==> src/rtl/npc_pkg.sv <==
// Shared decode types and constants for the NPC pipeline.
// Instruction format classes, base opcodes and special encodings.
package npc_pkg;

    typedef enum logic [2:0] {
        TYPE_R   = 3'd0,
        TYPE_I   = 3'd1,
        TYPE_S   = 3'd2,
        TYPE_B   = 3'd3,
        TYPE_U   = 3'd4,
        TYPE_J   = 3'd5,
        TYPE_BAD = 3'd7
    } inst_type_t;

    localparam logic [6:0] OP_OP     = 7'b0110011;
    localparam logic [6:0] OP_IMM    = 7'b0010011;
    localparam logic [6:0] OP_LOAD   = 7'b0000011;
    localparam logic [6:0] OP_JALR   = 7'b1100111;
    localparam logic [6:0] OP_SYSTEM = 7'b1110011;
    localparam logic [6:0] OP_STORE  = 7'b0100011;
    localparam logic [6:0] OP_BRANCH = 7'b1100011;
    localparam logic [6:0] OP_LUI    = 7'b0110111;
    localparam logic [6:0] OP_AUIPC  = 7'b0010111;
    localparam logic [6:0] OP_JAL    = 7'b1101111;

    localparam logic [31:0] NOP    = 32'h0000_0013;
    localparam logic [31:0] EBREAK = 32'h0010_0073;

    function automatic inst_type_t classify(input logic [6:0] op);
        inst_type_t t;
        case (op)
            OP_OP:     t = TYPE_R;
            OP_IMM,
            OP_LOAD,
            OP_JALR,
            OP_SYSTEM: t = TYPE_I;
            OP_STORE:  t = TYPE_S;
            OP_BRANCH: t = TYPE_B;
            OP_LUI,
            OP_AUIPC:  t = TYPE_U;
            OP_JAL:    t = TYPE_J;
            default:   t = TYPE_BAD;
        endcase
        return t;
    endfunction

endpackage

==> src/rtl/Reg.sv <==
// Generic register with synchronous active-high reset and write enable.
module Reg #(
    parameter int              WIDTH     = 1,
    parameter logic [WIDTH-1:0] RESET_VAL = '0
) (
    input  logic             clk,
    input  logic             rst,
    input  logic [WIDTH-1:0] din,
    output logic [WIDTH-1:0] dout,
    input  logic             wen
);

    always_ff @(posedge clk) begin
        if (rst) begin
            dout <= RESET_VAL;
        end else if (wen) begin
            dout <= din;
        end
    end

endmodule

==> src/rtl/imm_gen.sv <==
// Immediate generator: sign-extended immediate for each RISC-V format.
module imm_gen
    import npc_pkg::*;
(
    input  logic [31:0] inst,
    input  inst_type_t  inst_type,
    output logic [31:0] imm
);

    always_comb begin
        imm = 32'h0;
        case (inst_type)
            TYPE_I: imm = {{20{inst[31]}}, inst[31:20]};
            TYPE_S: imm = {{20{inst[31]}}, inst[31:25], inst[11:7]};
            TYPE_B: imm = {{19{inst[31]}}, inst[31], inst[7],
                           inst[30:25], inst[11:8], 1'b0};
            TYPE_U: imm = {inst[31:12], 12'h0};
            TYPE_J: imm = {{11{inst[31]}}, inst[31], inst[19:12],
                           inst[20], inst[30:21], 1'b0};
            default: imm = 32'h0;
        endcase
    end

endmodule

==> src/rtl/idu_stage.sv <==
// Decode stage: one-entry skid buffer between IFU and EXU with
// combinational decode of the buffered instruction.
module idu_stage
    import npc_pkg::*;
#(
    parameter int RVE = 0
) (
    input  logic        clk,
    input  logic        rst,
    input  logic        valid_in_ifu,
    output logic        ready_out_ifu,
    input  logic [31:0] pc_in,
    input  logic [31:0] inst_in,
    input  logic        flush,
    input  logic        ready_in_exu,
    output logic        valid_out_exu,
    output logic [31:0] pc_out,
    output logic [31:0] inst_out,
    output logic [4:0]  rs1,
    output logic [4:0]  rs2,
    output logic [4:0]  rd,
    output logic [31:0] imm,
    output logic [2:0]  inst_type,
    output logic [2:0]  funct3,
    output logic        funct7b5,
    output logic        illegal,
    output logic        ebreak
);

    localparam logic [0:0] S_EMPTY = 1'b0;
    localparam logic [0:0] S_FULL  = 1'b1;

    logic [0:0]  r_state;
    logic [0:0]  w_state_nxt;
    logic [31:0] r_pc;
    logic [31:0] r_inst;
    logic        w_ready;
    logic        w_cap;
    inst_type_t  w_type;
    logic        w_use_rs1;
    logic        w_use_rs2;
    logic        w_use_rd;
    logic        w_bad_reg;

    assign w_ready = ((r_state == S_EMPTY) || ready_in_exu) && !flush;
    assign w_cap   = valid_in_ifu && w_ready;

    always_comb begin
        w_state_nxt = r_state;
        if (flush) begin
            w_state_nxt = S_EMPTY;
        end else if (w_cap) begin
            w_state_nxt = S_FULL;
        end else if (r_state == S_FULL && ready_in_exu) begin
            w_state_nxt = S_EMPTY;
        end
    end

    Reg #(.WIDTH(1), .RESET_VAL(S_EMPTY)) u_state (
        .clk (clk),
        .rst (rst),
        .din (w_state_nxt),
        .dout(r_state),
        .wen (1'b1)
    );

    Reg #(.WIDTH(32), .RESET_VAL(32'h0)) u_pc (
        .clk (clk),
        .rst (rst),
        .din (pc_in),
        .dout(r_pc),
        .wen (w_cap)
    );

    Reg #(.WIDTH(32), .RESET_VAL(NOP)) u_inst (
        .clk (clk),
        .rst (rst),
        .din (inst_in),
        .dout(r_inst),
        .wen (w_cap)
    );

    assign w_type = classify(r_inst[6:0]);

    // Register fields actually read/written by each format (RV32E check)
    always_comb begin
        w_use_rs1 = 1'b0;
        w_use_rs2 = 1'b0;
        w_use_rd  = 1'b0;
        case (w_type)
            TYPE_R: begin
                w_use_rs1 = 1'b1;
                w_use_rs2 = 1'b1;
                w_use_rd  = 1'b1;
            end
            TYPE_I: begin
                w_use_rs1 = 1'b1;
                w_use_rd  = 1'b1;
            end
            TYPE_S, TYPE_B: begin
                w_use_rs1 = 1'b1;
                w_use_rs2 = 1'b1;
            end
            TYPE_U, TYPE_J: w_use_rd = 1'b1;
            default: ;
        endcase
    end

    assign w_bad_reg = (w_use_rs1 && r_inst[19])
                    || (w_use_rs2 && r_inst[24])
                    || (w_use_rd  && r_inst[11]);

    imm_gen u_imm_gen (
        .inst     (r_inst),
        .inst_type(w_type),
        .imm      (imm)
    );

    assign ready_out_ifu = w_ready;
    assign valid_out_exu = (r_state == S_FULL);
    assign pc_out        = r_pc;
    assign inst_out      = r_inst;
    assign rs1           = r_inst[19:15];
    assign rs2           = r_inst[24:20];
    assign rd            = r_inst[11:7];
    assign inst_type     = w_type;
    assign funct3        = r_inst[14:12];
    assign funct7b5      = r_inst[30];
    assign illegal       = (w_type == TYPE_BAD)
                        || ((RVE != 0) && w_bad_reg);
    assign ebreak        = (r_inst == EBREAK);

endmodule

==> config.mk <==
export PLATFORM = sky130hd
export DESIGN_NAME = idu_stage
export DESIGN_NICKNAME = d
export VERILOG_FILES = /design/src/rtl/npc_pkg.sv /design/src/rtl/Reg.sv /design/src/rtl/imm_gen.sv /design/src/rtl/idu_stage.sv
export SDC_FILE = /design/constraint.sdc
export NUM_CORES = 1
export LEC_CHECK = 0
export CAP_MARGIN = 20
export CORE_MARGIN = 2
export CORE_UTILIZATION = 35
export DETAILED_ROUTE_END_ITERATION = 16
export PLACE_DENSITY_LB_ADDON = 0.05
export SYNTH_ARGS = -nofsm -noshare
export SYNTH_HDL_FRONTEND = slang
export SYNTH_SLANG_ARGS = --single-unit
==> constraint.sdc <==
create_clock -name clk -period 5.1 [get_ports clk]
set_clock_uncertainty 0.1 [all_clocks]
set_input_delay 1.275 -clock clk [delete_from_list [all_inputs] [get_ports clk]]
set_output_delay 1.275 -clock clk [all_outputs]
set_load 0.01 [all_outputs]
* After elaboration in Yosys (flattened, before gate mapping)
Cells that the tools add are included.
** Word-level totals
- Register bits :: 65
- Input port bits :: 69
- Logic and storage cells :: 34
** Cells by class
- Equal/unequal tests :: 17
- Multiplexer cells :: 4
- Bitwise logic cells :: 1
- Reductions and logical operators :: 9
** Operators with widths (number)
- $pmux W32 S5 :: 1
- $eq A32 B21 Y1 const B :: 1
- $eq A7 B7 Y1 const B :: 4
- $eq A7 B6 Y1 const B :: 3
- $pmux W3 S6 :: 1
- $eq A7 B5 Y1 const B :: 2
- $eq A3 B3 Y1 const B :: 3
- $eq A7 B2 Y1 const B :: 1
- $eq A3 B2 Y1 const B :: 2
- $reduce_or A2 Y1 :: 2
- $reduce_or A4 Y1 :: 1
- $eq A3 B1 Y1 const B :: 1
- $logic_and A1 B1 Y1 :: 3
- $mux W1 :: 2
- $reduce_bool A2 Y1 :: 1
- $logic_not A1 Y1 :: 1
- $logic_or A1 B1 Y1 :: 1
- $not A1 Y1 :: 1

* Logic depth before layout (Yosys ltp)
- Word-level depth :: 5
- Gate-level depth with buffers :: 6

* By module
Synthesis repeated with hierarchy kept, for this count alone.
** Unflattened totals
- Cell total of the unflattened synthesis :: 329
- Area, all modules :: 3109.2 um^2
** Modules (own cells, without submodules)
- Reg at u_inst :: times used 1, cells each 103, area an instance 1168.6 um^2
- Reg at u_pc :: times used 1, cells each 103, area an instance 1163.6 um^2
- imm_gen :: times used 1, cells each 66, area an instance 390.4 um^2
- idu_stage :: times used 1, cells each 54, area an instance 352.8 um^2
- Reg at u_state :: times used 1, cells each 3, area an instance 33.8 um^2

* Worst setup path after synthesis
Ideal clock, no wire load.
- Kind :: input to output
- Start point :: input ready_in_exu
- End point :: output ready_out_ifu
- Arrival time :: 1.477 ns
- Required time :: 3.725 ns
- Path slack :: 2.248 ns
- Stages :: 2
- Cell sequence :: nor2b_1 > nor2_1
** Between the ends
- Word-level cells in the longest chain between the ends :: 2
** Ends and longest elaborated chain
- from (decl) :: line idu_stage.sv:15 : input logic ready_in_exu,
- $logic_or A1 B1 Y1 :: line idu_stage.sv:45 : assign w_ready = ((r_state == S_EMPTY) || ready_in_exu) && !flush;
- $logic_and A1 B1 Y1 :: line idu_stage.sv:45
- to (decl) :: line idu_stage.sv:11 : output logic ready_out_ifu,
Every way passes these cells.

* Final worst setup path
- Start point :: register u_inst.dout[2]
- End point :: output imm[30]
** Between the ends
- Word-level cells in the longest chain between the ends :: 5
- Elaborated cells between the ends (all ways) :: 19
** Ends and longest elaborated chain
- from (decl) :: line Reg.sv:9 : output logic [WIDTH-1:0] dout,
- from (signal assigned) :: line Reg.sv:17 : dout <= din;
- $eq A7 B5 Y1, or another cell as far along :: line npc_pkg.sv:31 : case (op)
- $reduce_or A4 Y1 / $reduce_or A2 Y1 (equally long branches) :: line npc_pkg.sv:31
- $pmux W3 S6 (*) :: line npc_pkg.sv:31
- $eq A3 B3 Y1, or another cell as far along
- $pmux W32 S5 (*) :: line imm_gen.sv:12 : case (inst_type)
- to (decl) :: line idu_stage.sv:22 : output logic [31:0] imm,
Mark *: on every way between the ends. The rest lies on a longest branch, timed or not.

==> impl_metrics.py <==
metrics = {
    "status": {
        "outcome": "completed",
    },
    "min_path": {
        "min_path_type": "reg -> reg",
        "holdPathStages": 2,
    },
    "pwr": {
        "power_leakage_nw": 1.97,
        "p_per_area_mw_per_mm2": 260,
        "ir_drop_v": 0.000142,
    },
    "layout": {
        "syn_to_final_growth_pct": 66.5,
        "drive_gt1_frac": 0.0495,
        "diodes": 0,
        "fin_util": 0.610,
        "fill_cells": 781,
        "fin_nets": 630,
    },
    "logic_synthesis": {
        "syn_inst": 403,
        "syn_area_mm2": 0.00304,
        "synth_area_leaders": "dfxtp_1, nand2_1, a21oi_1",
        "synth_top_area_cell": "dfxtp_1",
        "synth_seq_cells": 65,
        "syn-num-nets": 472,
        "ys_seq_area_frac": 0.428,
        "synthDominantCellAreaShare": 0.428,
        "synthFlopType": "dfxtp_1",
        "avgSynthCellArea_um2": 7.54,
        "synth.most_common_cell": "nand2_1",
        "synth_edf_count": 0,
        "synth-async-reset-ratio": 0,
        "ys_types": 36,
        "yosysWarnings": 0,
        "synthTopCellsByCount": "nand2_1, a21oi_1, dfxtp_1",
    },
    "drt": {
        "wl_um": 9620,
        "antenna_left": 0,
        "vias": 3239,
        "drtPass1Iterations": 4,
        "drt_iter0_markers": 126,
        "drcViolationCount": 0,
        "wl_per_cell_um": 14.3,
        "viasPerCell": 4.83,
    },
    "clock_network": {
        "cts.repair.resized": 0,
        "cts_tree": "yes",
        "path_clk_slew_ps": 70,
        "clock_latency_ps": 330,
        "postCtsHoldBufs": 0,
        "htree_levels": 3,
        "cts_buffer_depth": 2,
        "cts_setup_buffers": 0,
        "numCtsBuffers": 9,
        "cts.sinks": 65,
        "cts_root_buf": "clkbuf_8",
    },
    "global_route": {
        "antenna_found_initial": 0,
        "grt_max_degree": 65,
        "grt_pass1_vias": 2929,
        "grt.overflow.total": 0,
        "grt_use_total": 0.197,
        "grt_pass1_wl_um": 15200,
    },
    "critical_path": {
        "cp_max_fo": 17,
        "reg2reg_depth": 5,
        "crit_slowest_cell": "nor4_2",
        "cp_data_arrival_time_ps": 2690,
        "cp-end-kind": "output port",
        "max_stage_delay_ps": 750,
        "path_buf_inv": 1,
        "critPathKind": "reg -> out",
        "cp_num_cells": 4,
        "crit_chain": "nand2_1 -> nor4_2 -> a21o_1 -> clkdlybuf4s50_1",
        "cp.required_ps": 3720,
        "path_delay_family": "simple AND/OR/NAND/NOR gates",
        "crit_path_start_kind": "flip-flop",
    },
    "floorplanning": {
        "die_w_um": 97.2,
        "core_area_mm2": 0.00830,
        "start_util": 0.366,
        "fp.dieH_um": 97.2,
        "io_pins": 191,
        "std_cell_rows": 33,
        "dieArea_mm2": 0.00944,
    },
    "timing": {
        "fmax_mhz": 246,
        "hold_viol_final": 0,
        "tns_ps": 0,
        "setup_viol": 0,
        "period_needed_ps": 4060,
        "rsz0062_at_grt": "no",
        "finalCritPeriodShare": 0.796,
        "final_max_slew_viol_count": 0,
        "slew_headroom": 0.354,
        "worst_pin_slew_ps": 960,
    },
    "job": {
        "max-cap-violations": 0,
    },
    "place": {
        "gp_congestion": 0.807,
        "io_buffer_count": 190,
        "dp_hpwl_um": 7010,
    },
}
==> report_power, final <==
group / internal, W / switching (W)
registers: 0.000532 / 0.0000286
clock network: 0.000277 / 0.000204
logic: 0.000157 / 0.000115
total: 0.000966 / 0.000347
==> worst paths after layout <==
| check | startpoint | end | slack, ps |
|---|---|---|---|
| min reg2reg | u_pc.dout[7]$_SDFFE_PP0P_ | u_pc.dout[7]$_SDFFE_PP0P_ | 350 |
| max | u_inst.dout[2]$_SDFFE_PP0P_ | imm[30] | 1040 |
| min | u_pc.dout[7]$_SDFFE_PP0P_ | u_pc.dout[7]$_SDFFE_PP0P_ | 350 |
| max reg2reg | u_state.dout$_SDFFE_PP0P_ | u_inst.dout[20]$_SDFFE_PP0P_ | 3280 |
==> sequential cells by signal, summed over array words and instances (netlist names) <==
| signal | count |
|---|---|
| u_state.dout | 1 |
| u_inst.dout | 32 |
| u_pc.dout | 32 |
==> metrics by stage <==
stage	instances	total power (W)	hold slack [ps]	area, um^2	setup WS, ps
6_report	671	0.00131	353	5060	1040
5_1_grt	671	0.00138	374	5060	837
4_1_cts	670	0.00133	357	5030	1030
3_5_place_dp	654	0.000844	346	4810	1310
3_3_place_gp	654	0.000841	342	4810	1310
2_1_floorplan	403	0.000689	381	3040	2250
==> cells by family after synthesis <==
| family | count (synthesis) | synth area share |
|---|---|---|
| AND/OR/NAND/NOR | 193 | 0.286 |
| flip-flops | 65 | 0.428 |
| buffers and inverters | 48 | 0.0955 |
| AO/OA/AOI/OAI | 97 | 0.190 |
==> metal layers <==
metal	track usage	routed length [um]	share of wire
met1	0.242	4130	0.43
met2	0.331	4650	0.48
met3	0.0619	741	0.077
met4	0.0585	102	0.011
met5	0	0	0
==> layout by cell type (no fill, tap or decap), types with 3 or more instances in the layout <==
| cell type | instances |
|---|---|
| nand2b_1 | 5 |
| nand3_1 | 3 |
| a21oi_1 | 65 |
| nor2_1 | 12 |
| and2_1 | 8 |
| a22o_1 | 4 |
| nand2_1 | 135 |
| clkdlybuf4s50_1 | 189 |
| dfxtp_1 | 65 |
| clkbuf_8 | 9 |
| nor3b_1 | 3 |
| a21o_1 | 19 |
| nor3_1 | 3 |
| nor4_1 | 6 |
| nand3b_1 | 3 |
==> layout make-up <==
cell class | instances | area (um^2) | area share
timing repair buffer | 193 | 1940 | 0.383
multi-input combinational | 290 | 1460 | 0.289
sequential | 65 | 1300 | 0.257
tap | 105 | 131 | 0.0260
clock buffer | 10 | 128 | 0.0252
clock inverter | 6 | 92.6 | 0.0183
inverter | 2 | 7.51 | 0.00148
==> worst min-delay path: stages (launching register included) <==
cell and delay [ps]:
dfxtp_1 310, nand2_1 50, a21oi_1 50
(Power assumes the default switching activity.)
